`src/rtl/gf180mcu_osu_sc_gp12t3v3__nandn_bist.sv`:
```
// rtl/gf180mcu_osu_sc_gp12t3v3__nandn_bist.sv - self-test sequencer for N-input NAND gate instances
//
// Purpose: drives one input vector per cycle onto CHANNELS NAND gates. It predicts ~&A for
// each channel and compares the returned Y after LAT cycles. At the end of a sweep it reports
// a saturating error count, a sticky per-channel fail mask and pass/fail.
// Ports:
//   CLK, RST        clock and synchronous active-high reset
//   START, MODE     begin a sweep (IDLE/DONE only); 0 = exhaustive, 1 = walking-zero
//   A               gate inputs, channel c on A[c*N_IN +: N_IN]
//   Y               gate outputs returned from the checked cells
//   BUSY, DONE      sweep in progress / results valid
//   PASS            DONE with zero mismatches
//   ERR_CNT         total mismatches, saturating
//   FAIL_MASK       sticky per-channel mismatch flags
module gf180mcu_osu_sc_gp12t3v3__nandn_bist #(
  parameter int N_IN     = 2,
  parameter int CHANNELS = 4,
  parameter int LAT      = 1,
  parameter int ERR_W    = 8
) (
  input  logic                       CLK,
  input  logic                       RST,
  input  logic                       START,
  input  logic                       MODE,
  output logic [CHANNELS*N_IN-1:0]   A,
  input  logic [CHANNELS-1:0]        Y,
  output logic                       BUSY,
  output logic                       DONE,
  output logic                       PASS,
  output logic [ERR_W-1:0]           ERR_CNT,
  output logic [CHANNELS-1:0]        FAIL_MASK
);

  // idx must reach 2^N_IN (one past the last exhaustive vector)
  localparam int IW = N_IN + 1;
  // headroom so a full cycle of mismatches can be added before clamping
  localparam int SW = ERR_W + 5;

  typedef enum logic [1:0] {S_IDLE, S_DRIVE, S_DRAIN, S_DONE} state_t;

  state_t        state;
  logic          mode_q;
  logic [IW-1:0] idx;
  logic [1:0]    drain_cnt;

  function automatic logic [N_IN-1:0] vec_at(input logic [IW-1:0] i, input logic m);
    logic [N_IN-1:0] v;
    if (!m) begin
      v = i[N_IN-1:0];
    end else begin
      v = '1;
      for (int k = 0; k < N_IN; k++)
        if (i == IW'(k + 1)) v[k] = 1'b0;
    end
    return v;
  endfunction

  function automatic logic [IW-1:0] vec_count(input logic m);
    return m ? IW'(N_IN + 1) : IW'(1 << N_IN);
  endfunction

  // channel c gets the vector rotated left by c mod N_IN
  function automatic logic [CHANNELS*N_IN-1:0] spread(input logic [N_IN-1:0] v);
    logic [CHANNELS*N_IN-1:0] a;
    a = '0;
    for (int c = 0; c < CHANNELS; c++)
      for (int i = 0; i < N_IN; i++)
        a[c*N_IN + (i + c % N_IN) % N_IN] = v[i];
    return a;
  endfunction

  logic [CHANNELS-1:0] exp_now;
  logic [CHANNELS-1:0] cmp_exp;
  logic                cmp_valid;
  logic [CHANNELS-1:0] mism;
  logic [SW-1:0]       sum;
  logic [ERR_W-1:0]    err_next;
  logic [CHANNELS-1:0] mask_next;

  always_comb begin
    exp_now = '0;
    for (int c = 0; c < CHANNELS; c++)
      exp_now[c] = ~&A[c*N_IN +: N_IN];
  end

  generate
    if (LAT == 0) begin : g_comb
      // combinational cell: Y reflects the A currently being driven
      assign cmp_valid = (state == S_DRIVE);
      assign cmp_exp   = exp_now;
    end else begin : g_pipe
      localparam int PD = LAT;
      logic [PD-1:0]       pv;
      logic [CHANNELS-1:0] pe [PD];

      always_ff @(posedge CLK) begin
        if (RST) begin
          pv <= '0;
          for (int i = 0; i < PD; i++) pe[i] <= '0;
        end else begin
          pv[0] <= (state == S_DRIVE);
          pe[0] <= exp_now;
          for (int i = 1; i < PD; i++) begin
            pv[i] <= pv[i-1];
            pe[i] <= pe[i-1];
          end
        end
      end

      assign cmp_valid = pv[PD-1];
      assign cmp_exp   = pe[PD-1];
    end
  endgenerate

  // case inequality so an unknown Y is never silently accepted
  always_comb begin
    mism      = '0;
    sum       = SW'(ERR_CNT);
    err_next  = ERR_CNT;
    mask_next = FAIL_MASK;
    for (int c = 0; c < CHANNELS; c++) begin
      mism[c] = cmp_valid && (Y[c] !== cmp_exp[c]);
      sum     = sum + SW'(mism[c]);
    end
    if (cmp_valid) begin
      err_next  = (|sum[SW-1:ERR_W]) ? '1 : sum[ERR_W-1:0];
      mask_next = FAIL_MASK | mism;
    end
  end

  always_ff @(posedge CLK) begin
    if (RST) begin
      state     <= S_IDLE;
      mode_q    <= 1'b0;
      idx       <= '0;
      drain_cnt <= '0;
      A         <= '1;
      BUSY      <= 1'b0;
      DONE      <= 1'b0;
      PASS      <= 1'b0;
      ERR_CNT   <= '0;
      FAIL_MASK <= '0;
    end else begin
      ERR_CNT   <= err_next;
      FAIL_MASK <= mask_next;
      case (state)
        S_IDLE, S_DONE: begin
          if (START) begin
            state     <= S_DRIVE;
            mode_q    <= MODE;
            A         <= spread(vec_at(IW'(0), MODE));
            idx       <= IW'(1);
            BUSY      <= 1'b1;
            DONE      <= 1'b0;
            PASS      <= 1'b0;
            ERR_CNT   <= '0;
            FAIL_MASK <= '0;
          end
        end
        S_DRIVE: begin
          if (idx == vec_count(mode_q)) begin
            A <= '1;
            if (LAT == 0) begin
              // last compare lands on this same edge, so PASS uses err_next
              state <= S_DONE;
              BUSY  <= 1'b0;
              DONE  <= 1'b1;
              PASS  <= (err_next == '0);
            end else begin
              state     <= S_DRAIN;
              drain_cnt <= 2'(LAT - 1);
            end
          end else begin
            A   <= spread(vec_at(idx, mode_q));
            idx <= idx + IW'(1);
          end
        end
        S_DRAIN: begin
          if (drain_cnt == 2'd0) begin
            state <= S_DONE;
            BUSY  <= 1'b0;
            DONE  <= 1'b1;
            PASS  <= (err_next == '0);
          end else begin
            drain_cnt <= drain_cnt - 2'd1;
          end
        end
        default: state <= S_IDLE;
      endcase
    end
  end

endmodule

```
`config.mk`:
```
export PLATFORM = sky130hd
export DESIGN_NAME = gf180mcu_osu_sc_gp12t3v3__nandn_bist
export DESIGN_NICKNAME = d
export VERILOG_FILES = /design/src/rtl/gf180mcu_osu_sc_gp12t3v3__nandn_bist.sv
export SDC_FILE = /design/constraint.sdc
export NUM_CORES = 1
export LEC_CHECK = 0
export CAP_MARGIN = 0
export CORE_AREA = 2 2 53 65
export CTS_CLUSTER_SIZE = 25
export DETAILED_ROUTE_END_ITERATION = 12
export DIE_AREA = 0 0 55 67
export PLACE_DENSITY = 0.81
export RECOVER_POWER = 100
export SLEW_MARGIN = 25
export SYNTH_ARGS = -nofsm -noshare
export SYNTH_HDL_FRONTEND = slang
export SYNTH_SLANG_ARGS = --single-unit
```
`constraint.sdc`:
```
create_clock -name CLK -period 4.8 [get_ports CLK]
set_input_delay 0.72 -clock CLK [delete_from_list [all_inputs] [get_ports CLK]]
set_output_delay 0.72 -clock CLK [all_outputs]
set_load 0.05 [all_outputs]
```
==> results_dict.tcl, run 1 <==
set metrics [dict create \
    outcome "completed" \
    ioPinCount 31 \
    switching_power_w 0.0004514 \
    cts_sinks 27 \
    worstPathArrival_ps 3920 \
    synthAdderAreaFrac 0.09726 \
    hold_slack_ps 488.9 \
    nets 232 \
    drt_iter0_markers 46 \
    worstPathRequired_ps 5070 \
    first_global_vias 1390 \
    ys_seq_area_frac 0.3283 \
    worst_path_max_delay_cell "dlygate4sd3_1" \
    ys_warn_count 0 \
    fmax_mhz 274.1 \
    crit_top_cell "fa_1" \
    viasPerCell 5.907 \
    path_max_fanout 2 \
    cts_resized 0 \
    area_delta_synth_final_pct 15.73 \
    power_density_nw_per_um2 481.0 \
    clkPwrFrac 0.108 \
    worstSetupEndpointType "register" \
    h-tree-depth 1 \
    routedWlPerCell_um 14.15 \
    setup_viol 0 \
    critPathBufInv 3 \
    grt_pass1_wl_um 5844 \
    ys_ff_latch 27 \
    swShare 0.4924 \
    synth_compound_area_frac 0.2492 \
    port_buffers 30 \
    syn-num-nets 212 \
    slowest_delay_ps 540 \
    die_h_um 67 \
    wl_um 3510 \
    critPathKind "in -> reg" \
    grt-ovfl-total 0 \
    ctsRootBufferMaster "clkbuf_4" \
    comb_power_share 0.546 \
    p_seq_frac 0.346 \
    synth_xor_area_frac 0.03723 \
    gp_congestion 0.7968 \
    ys.flop_type "dfxtp_1" \
    synth_top_family_by_area "compound AO/OA/AOI/OAI gates" \
    drv_cap 0 \
    ant_nets 0 \
    numCtsBuffers 3 \
    grt_max_degree 19 \
    relSlewSlack 0.6069 \
    min_period_ps 3649 \
    grt_use_total 0.2124 \
    drtPass1Iterations 4 \
    num_rows 22 \
    critPathLaunchType "primary input" \
    die_w_um 55 \
    tritoncts "built" \
    coreArea_um2 3028 \
    synth.avg_cell_area_um2 8.531 \
    cts_hold_buf 0 \
    synth-simple-area-share 0.1854 \
    worst_skew_pair.late_latency_ps 320 \
    vdd_drop_max_v 0.0003423 \
    post_cts_buffers 0 \
    synthArstFlopShare 0 \
    finalClockSkew_ps 1.569 \
    rsz0062_at_grt "false" \
    tightest_slew_ps 587.7 \
    synth_mux_area_frac 0.01292 \
    cts.clk_slew.worst_paths_ps 140 \
    finalHoldViolCount 0 \
    finalCritPeriodShare 0.7601 \
    synth_cell_types 54 \
    drc 0 \
    path_cells "dlygate4sd3_1, xor2_1, nand2_1, fa_1, fa_1, inv_1, fa_1, inv_1, a31oi_1, a2111oi_0, o2111ai_1, o21ai_1" \
    fin_setup_tns_ps 0 \
    antenna_found_initial 0 \
    diodes 0 \
    slew_viol_final 0 \
    dieArea_um2 3685 \
    drive_above_1_share 0.05189 \
    synth-edff-count 0 \
    num_vias 1465 \
    synth_area_um2 1647 \
    critical-path-top-delay-family "adder cells" \
    clockBufferDepth 2 \
    p_int_w 0.0004652 \
    p_leak_nw 0.7812 \
    initial_core_util 0.5438 \
    hp-class "reg -> reg" \
    hpwl_um 2757 \
    syn-instance-count 193 \
]
==> worst min-delay path, stage by stage (launching register included) <==
cell	delay, ps
dfxtp_1	350
a21oi_1	50
nor2_1	70
==> kinds of logic after synthesis <==
family / Yosys count
XOR/XNOR: 7
AO/OA/AOI/OAI: 58
multiplexers: 2
adder cells (fa/ha/maj): 11
flip-flops: 27
buffers and inverters: 27
AND/OR/NAND/NOR: 61
==> cell usage after synthesis, types with 4 or more instances <==
| cell | n | area [um2] |
|---|---|---|
| dfxtp_1 | 27 | 540.5 |
| a21oi_1 | 21 | 105.1 |
| nor2_1 | 17 | 63.81 |
| nand2_1 | 13 | 48.80 |
| inv_1 | 12 | 45.04 |
| ha_1 | 8 | 100.1 |
| nand3_1 | 7 | 35.03 |
| nor3_1 | 7 | 35.03 |
| a31oi_1 | 6 | 37.54 |
| buf_4 | 6 | 45.04 |
| nor2b_1 | 5 | 31.28 |
| xor2_1 | 5 | 43.79 |
| clkbuf_1 | 4 | 15.01 |
==> metrics by stage <==
| stage | instance area (um2) | std cells | setup slack (ps) | total power [W] | util |
|---|---|---|---|---|---|
| global route | 1906 | 248 | 862.1 | 0.0009826 | 0.6293 |
| CTS | 1919 | 248 | 1312 | 0.0009459 | 0.6339 |
| floorplan | 1647 | 193 | 1633 | 0.0007401 | - |
| detailed placement | 1889 | 244 | 963.2 | 0.0008473 | 0.6240 |
| finish | 1906 | 248 | 1151 | 0.0009166 | 0.6293 |
| global placement | 1889 | 244 | 1027 | 0.0008264 | 0.6240 |
==> per-layer routing <==
layer  vias to the layer above  GRT usage  routed length [um]
met5                         -          0                   0
met4                         0    0.08232                  65
met3                         8    0.02466                 138
met2                        38     0.3929                1876
met1                       692     0.2355                1430
li1                        727          -                   -
==> power by group through the flow <==
| stage | clock network (W) | registers, W | logic [W] |
|---|---|---|---|
| after CTS | 0.000103 | 0.000320 | 0.000523 |
| final | 0.0000988 | 0.000317 | 0.000501 |
| after detailed placement | 0 | 0.000325 | 0.000522 |
| after global routing | 0.000113 | 0.000324 | 0.000545 |
| after floorplan | 0 | 0.000379 | 0.000361 |
| after global placement | 0 | 0.000321 | 0.000506 |
==> final timing paths <==
check | startpoint | end | slack (ps) | depth (start not counted)
min reg2reg | FAIL_MASK[3]$_SDFF_PP0_ | FAIL_MASK[3]$_SDFF_PP0_ | 490 | 2
max | Y[0] | PASS$_SDFFE_PP0P_ | 1150 | 12
min | FAIL_MASK[3]$_SDFF_PP0_ | FAIL_MASK[3]$_SDFF_PP0_ | 490 | 2
max reg2reg | cmp_valid$_SDFF_PP0_ | PASS$_SDFFE_PP0P_ | 1510 | 10
==> sequential cells by signal (all words and copies together) (netlist names) <==
| name | flops |
|---|---|
| BUSY | 1 |
| state | 2 |
| g_pipe.pe | 1 |
| ERR_CNT | 8 |
| FAIL_MASK | 4 |
| drain_cnt | 2 |
| mode_q | 1 |
| DONE | 1 |
| cmp_valid | 1 |
| idx | 3 |
| PASS | 1 |
| A | 2 |
==> cell usage in the layout, fill, tap and decap left out, drive strengths merged, types with 3 or more instances in the layout <==
master | synthesis | layout
a211oi | 3 | 3
a21o | 4 | 4
a21oi | 21 | 21
a31oi | 6 | 6
clkbuf | 7 | 3
clkdlybuf4s50 | 0 | 4
dfxtp | 27 | 27
dlygate4sd3 | 0 | 26
fa | 3 | 3
ha | 8 | 8
inv | 12 | 12
nand2 | 13 | 13
nand3 | 7 | 7
nor2 | 17 | 17
nor2b | 5 | 5
nor3 | 7 | 7
o21ai | 3 | 3
o22ai | 3 | 3
xor2 | 5 | 5
==> final cells by class <==
class / count / area [um2]
Sequential cell: 27 / 540.5
Clock inverter: 1 / 7.507
Timing Repair Buffer: 30 / 300.3
Multi-Input combinational cell: 139 / 944.7
Fill cell: 263 / 1122
Tap cell: 36 / 45.04
Inverter: 12 / 45.04
Clock buffer: 3 / 22.52
No activity file was read; power rests on OpenSTA's default activity.
==> run 2: changes to the inputs <==
--- a/config.mk
+++ b/config.mk
@@ -6,11 +6,11 @@
 export NUM_CORES = 1
 export LEC_CHECK = 0
 export CAP_MARGIN = 0
-export CORE_AREA = 2 2 53 65
+export CORE_AREA = 2 2 55 67
 export CTS_CLUSTER_SIZE = 25
 export DETAILED_ROUTE_END_ITERATION = 12
-export DIE_AREA = 0 0 55 67
-export PLACE_DENSITY = 0.81
+export DIE_AREA = 0 0 57 69
+export PLACE_DENSITY = 0.76
 export RECOVER_POWER = 100
 export SLEW_MARGIN = 25
 export SYNTH_ARGS = -nofsm -noshare
==> constraint.sdc (replaced) <==
create_clock -name CLK -period 3.77 [get_ports CLK]
set_input_delay 0.5655 -clock CLK [delete_from_list [all_inputs] [get_ports CLK]]
set_output_delay 0.5655 -clock CLK [all_outputs]
set_load 0.05 [all_outputs]
==> run 2 against run 1 <==
Compared with the run above:
- register-to-register slack worse by 780 ps
- total power rose by 31%
- critical path depth is the same
- flip-flop and latch count did not move
- clock power grew 66%
- clock-buffer cell count unchanged
- global-route usage fell by 3.9 points
- via count down 2.7%
- wire length down 9.1%
- first-iteration DRC count is 52% higher
- sequential power rose by 24%
- sequential share of layout area shrank 0.46 points
- critical path type unchanged
==> results_dict.tcl, run 2 (synthesis gave the netlist of run 1 again) <==
set metrics [dict create \
    critPathBufInv 3 \
    drc 0 \
    clockBufferDepth 2 \
    grt_busiest_layer "met2" \
    drive_above_1_share 0.06103 \
    critPathKind "in -> reg" \
    finalClockSkew_ps 4.414 \
    cts_resized 0 \
    cts.clk_slew.worst_paths_ps 90 \
    path_cells "dlygate4sd3_1, xor2_1, nand2_1, fa_1, fa_1, inv_1, fa_1, inv_1, a31oi_1, a2111oi_2, o2111ai_1, o21ai_0" \
    fin_setup_tns_ps 0 \
    dp_cells 246 \
    fmax_mhz 293.3 \
    drt_iter0_markers 70 \
    finalCritPeriodShare 0.9044 \
    relSlewSlack 0.6160 \
    worst_path_max_delay_cell "dlygate4sd3_1" \
    worst_skew_pair.late_latency_ps 270 \
    initial_core_util 0.5019 \
    min_to "FAIL_MASK[1]$_SDFF_PP0_" \
    final_cell_mix "27 x dfxtp_1, 25 x dlygate4sd3_1, 21 x a21oi_1" \
    use_met3 0.01126 \
    vdd_drop_max_v 0.0003619 \
    crit_top_cell "fa_1" \
    reg.largest.list "ERR_CNT: 8 flops, FAIL_MASK: 4 flops, idx: 3 flops" \
    grt_max_degree 18 \
    finalHoldViolCount 0 \
    r2r_slack_ps 730 \
    wl_um 3190 \
    ant_nets 0 \
    slew_viol_final 0 \
    grt_use_total 0.1739 \
    outcome "completed" \
    die_h_um 69 \
    numCtsBuffers 3 \
    drtPass1Iterations 4 \
    cts_sinks 27 \
    nets 233 \
    viasPerCell 5.700 \
    grt-ovfl-total 0 \
    fin_cells 250 \
    power_density_nw_per_um2 621.7 \
    hpwl_um 2369 \
    hold_path.startpoint "FAIL_MASK[1]$_SDFF_PP0_" \
    setup_viol 0 \
    ctsRootBufferMaster "clkbuf_8" \
    whs_path_depth 2 \
    post_cts_buffers 0 \
    min_period_ps 3410 \
    timing.rr.start "g_pipe.pe[0][2]$_SDFF_PP0_" \
    top_register "ERR_CNT" \
    slowest_delay_ps 540 \
    path_max_fanout 2 \
    grt.met1_usage 0.2211 \
    mostFrequentLayoutCell "dfxtp_1" \
    die_w_um 57 \
    num_rows 23 \
    dieArea_um2 3933 \
    gp_congestion 0.8443 \
    place_area_um2 1898 \
    grt_use_met2 0.2963 \
    r2r_end "PASS$_SDFFE_PP0P_" \
    cts_hold_buf 0 \
    stdcell_area_um2 1937 \
    coreArea_um2 3281 \
    rsz0062_at_grt "false" \
    h-tree-depth 1 \
    tightest_slew_ps 574.1 \
    worst-path-stages 12 \
    worstPathArrival_ps 3610 \
    ioPinCount 31 \
    critPathLaunchType "primary input" \
    largest_reg_flops 8 \
    drv_cap 0 \
    first_global_vias 1310 \
    fin_util 0.5904 \
    grt_pass1_wl_um 5678 \
    diodes 0 \
    worstPathRequired_ps 3980 \
    antenna_found_initial 0 \
    reg2reg_depth 11 \
    hp-class "reg -> reg" \
    routedWlPerCell_um 12.76 \
    worstSetupEndpointType "register" \
    p_leak_nw 0.7977 \
    tritoncts "built" \
    critical-path-top-delay-family "adder cells" \
    num_vias 1425 \
    port_buffers 30 \
    area_delta_synth_final_pct 17.63 \
]
[run 2: per-layer routing]
layer	wire length [um]	vias up
met1	1468	666
met5	0	-
li1	-	729
met4	55	0
met2	1584	26
met3	82	4
[run 2: worst min-delay path, stage by stage, from the launching register on]
cell     delay [ps]
dfxtp_1         330
a21oi_1          40
nor2_1           70
[run 2: worst max path at each step]
stage / from / endpoint / slack [ps]
3_5_place_dp: Y[0] / PASS$_SDFFE_PP0P_ / 140
5_1_grt: Y[0] / PASS$_SDFFE_PP0P_ / 150
6_report: Y[0] / PASS$_SDFFE_PP0P_ / 360
4_1_cts: Y[0] / PASS$_SDFFE_PP0P_ / 430
2_1_floorplan: Y[0] / PASS$_SDFFE_PP0P_ / 760
3_3_place_gp: Y[0] / PASS$_SDFFE_PP0P_ / 170
[run 2: power by group]
| part | switching (W) | internal, W |
|---|---|---|
| Sequential | 0.0000566 | 0.000337 |
| Combinational | 0.000427 | 0.000219 |
| Clock | 0.0000902 | 0.0000741 |
[run 2: area by class of cell]
| class | instances | area, um2 |
|---|---|---|
| clock buffers | 3 | 41.29 |
| clock inverters | 1 | 5.005 |
| fillers | 309 | 1344 |
| inverters | 12 | 45.04 |
| multi-input cells | 139 | 950.9 |
| flip-flops and latches | 27 | 540.5 |
| well taps | 37 | 46.29 |
| repair buffers | 31 | 307.8 |
[run 2: through the flow]
step	worst slack, ps	total power [W]	hold slack, ps
after CTS	433.5	0.001244	484.0
after detailed placement	143.5	0.001075	458.8
after global routing	145.1	0.001290	518.8
after global placement	170.9	0.001072	456.5
final	360.2	0.001204	474.1
after floorplan	757.4	0.0009423	456.4
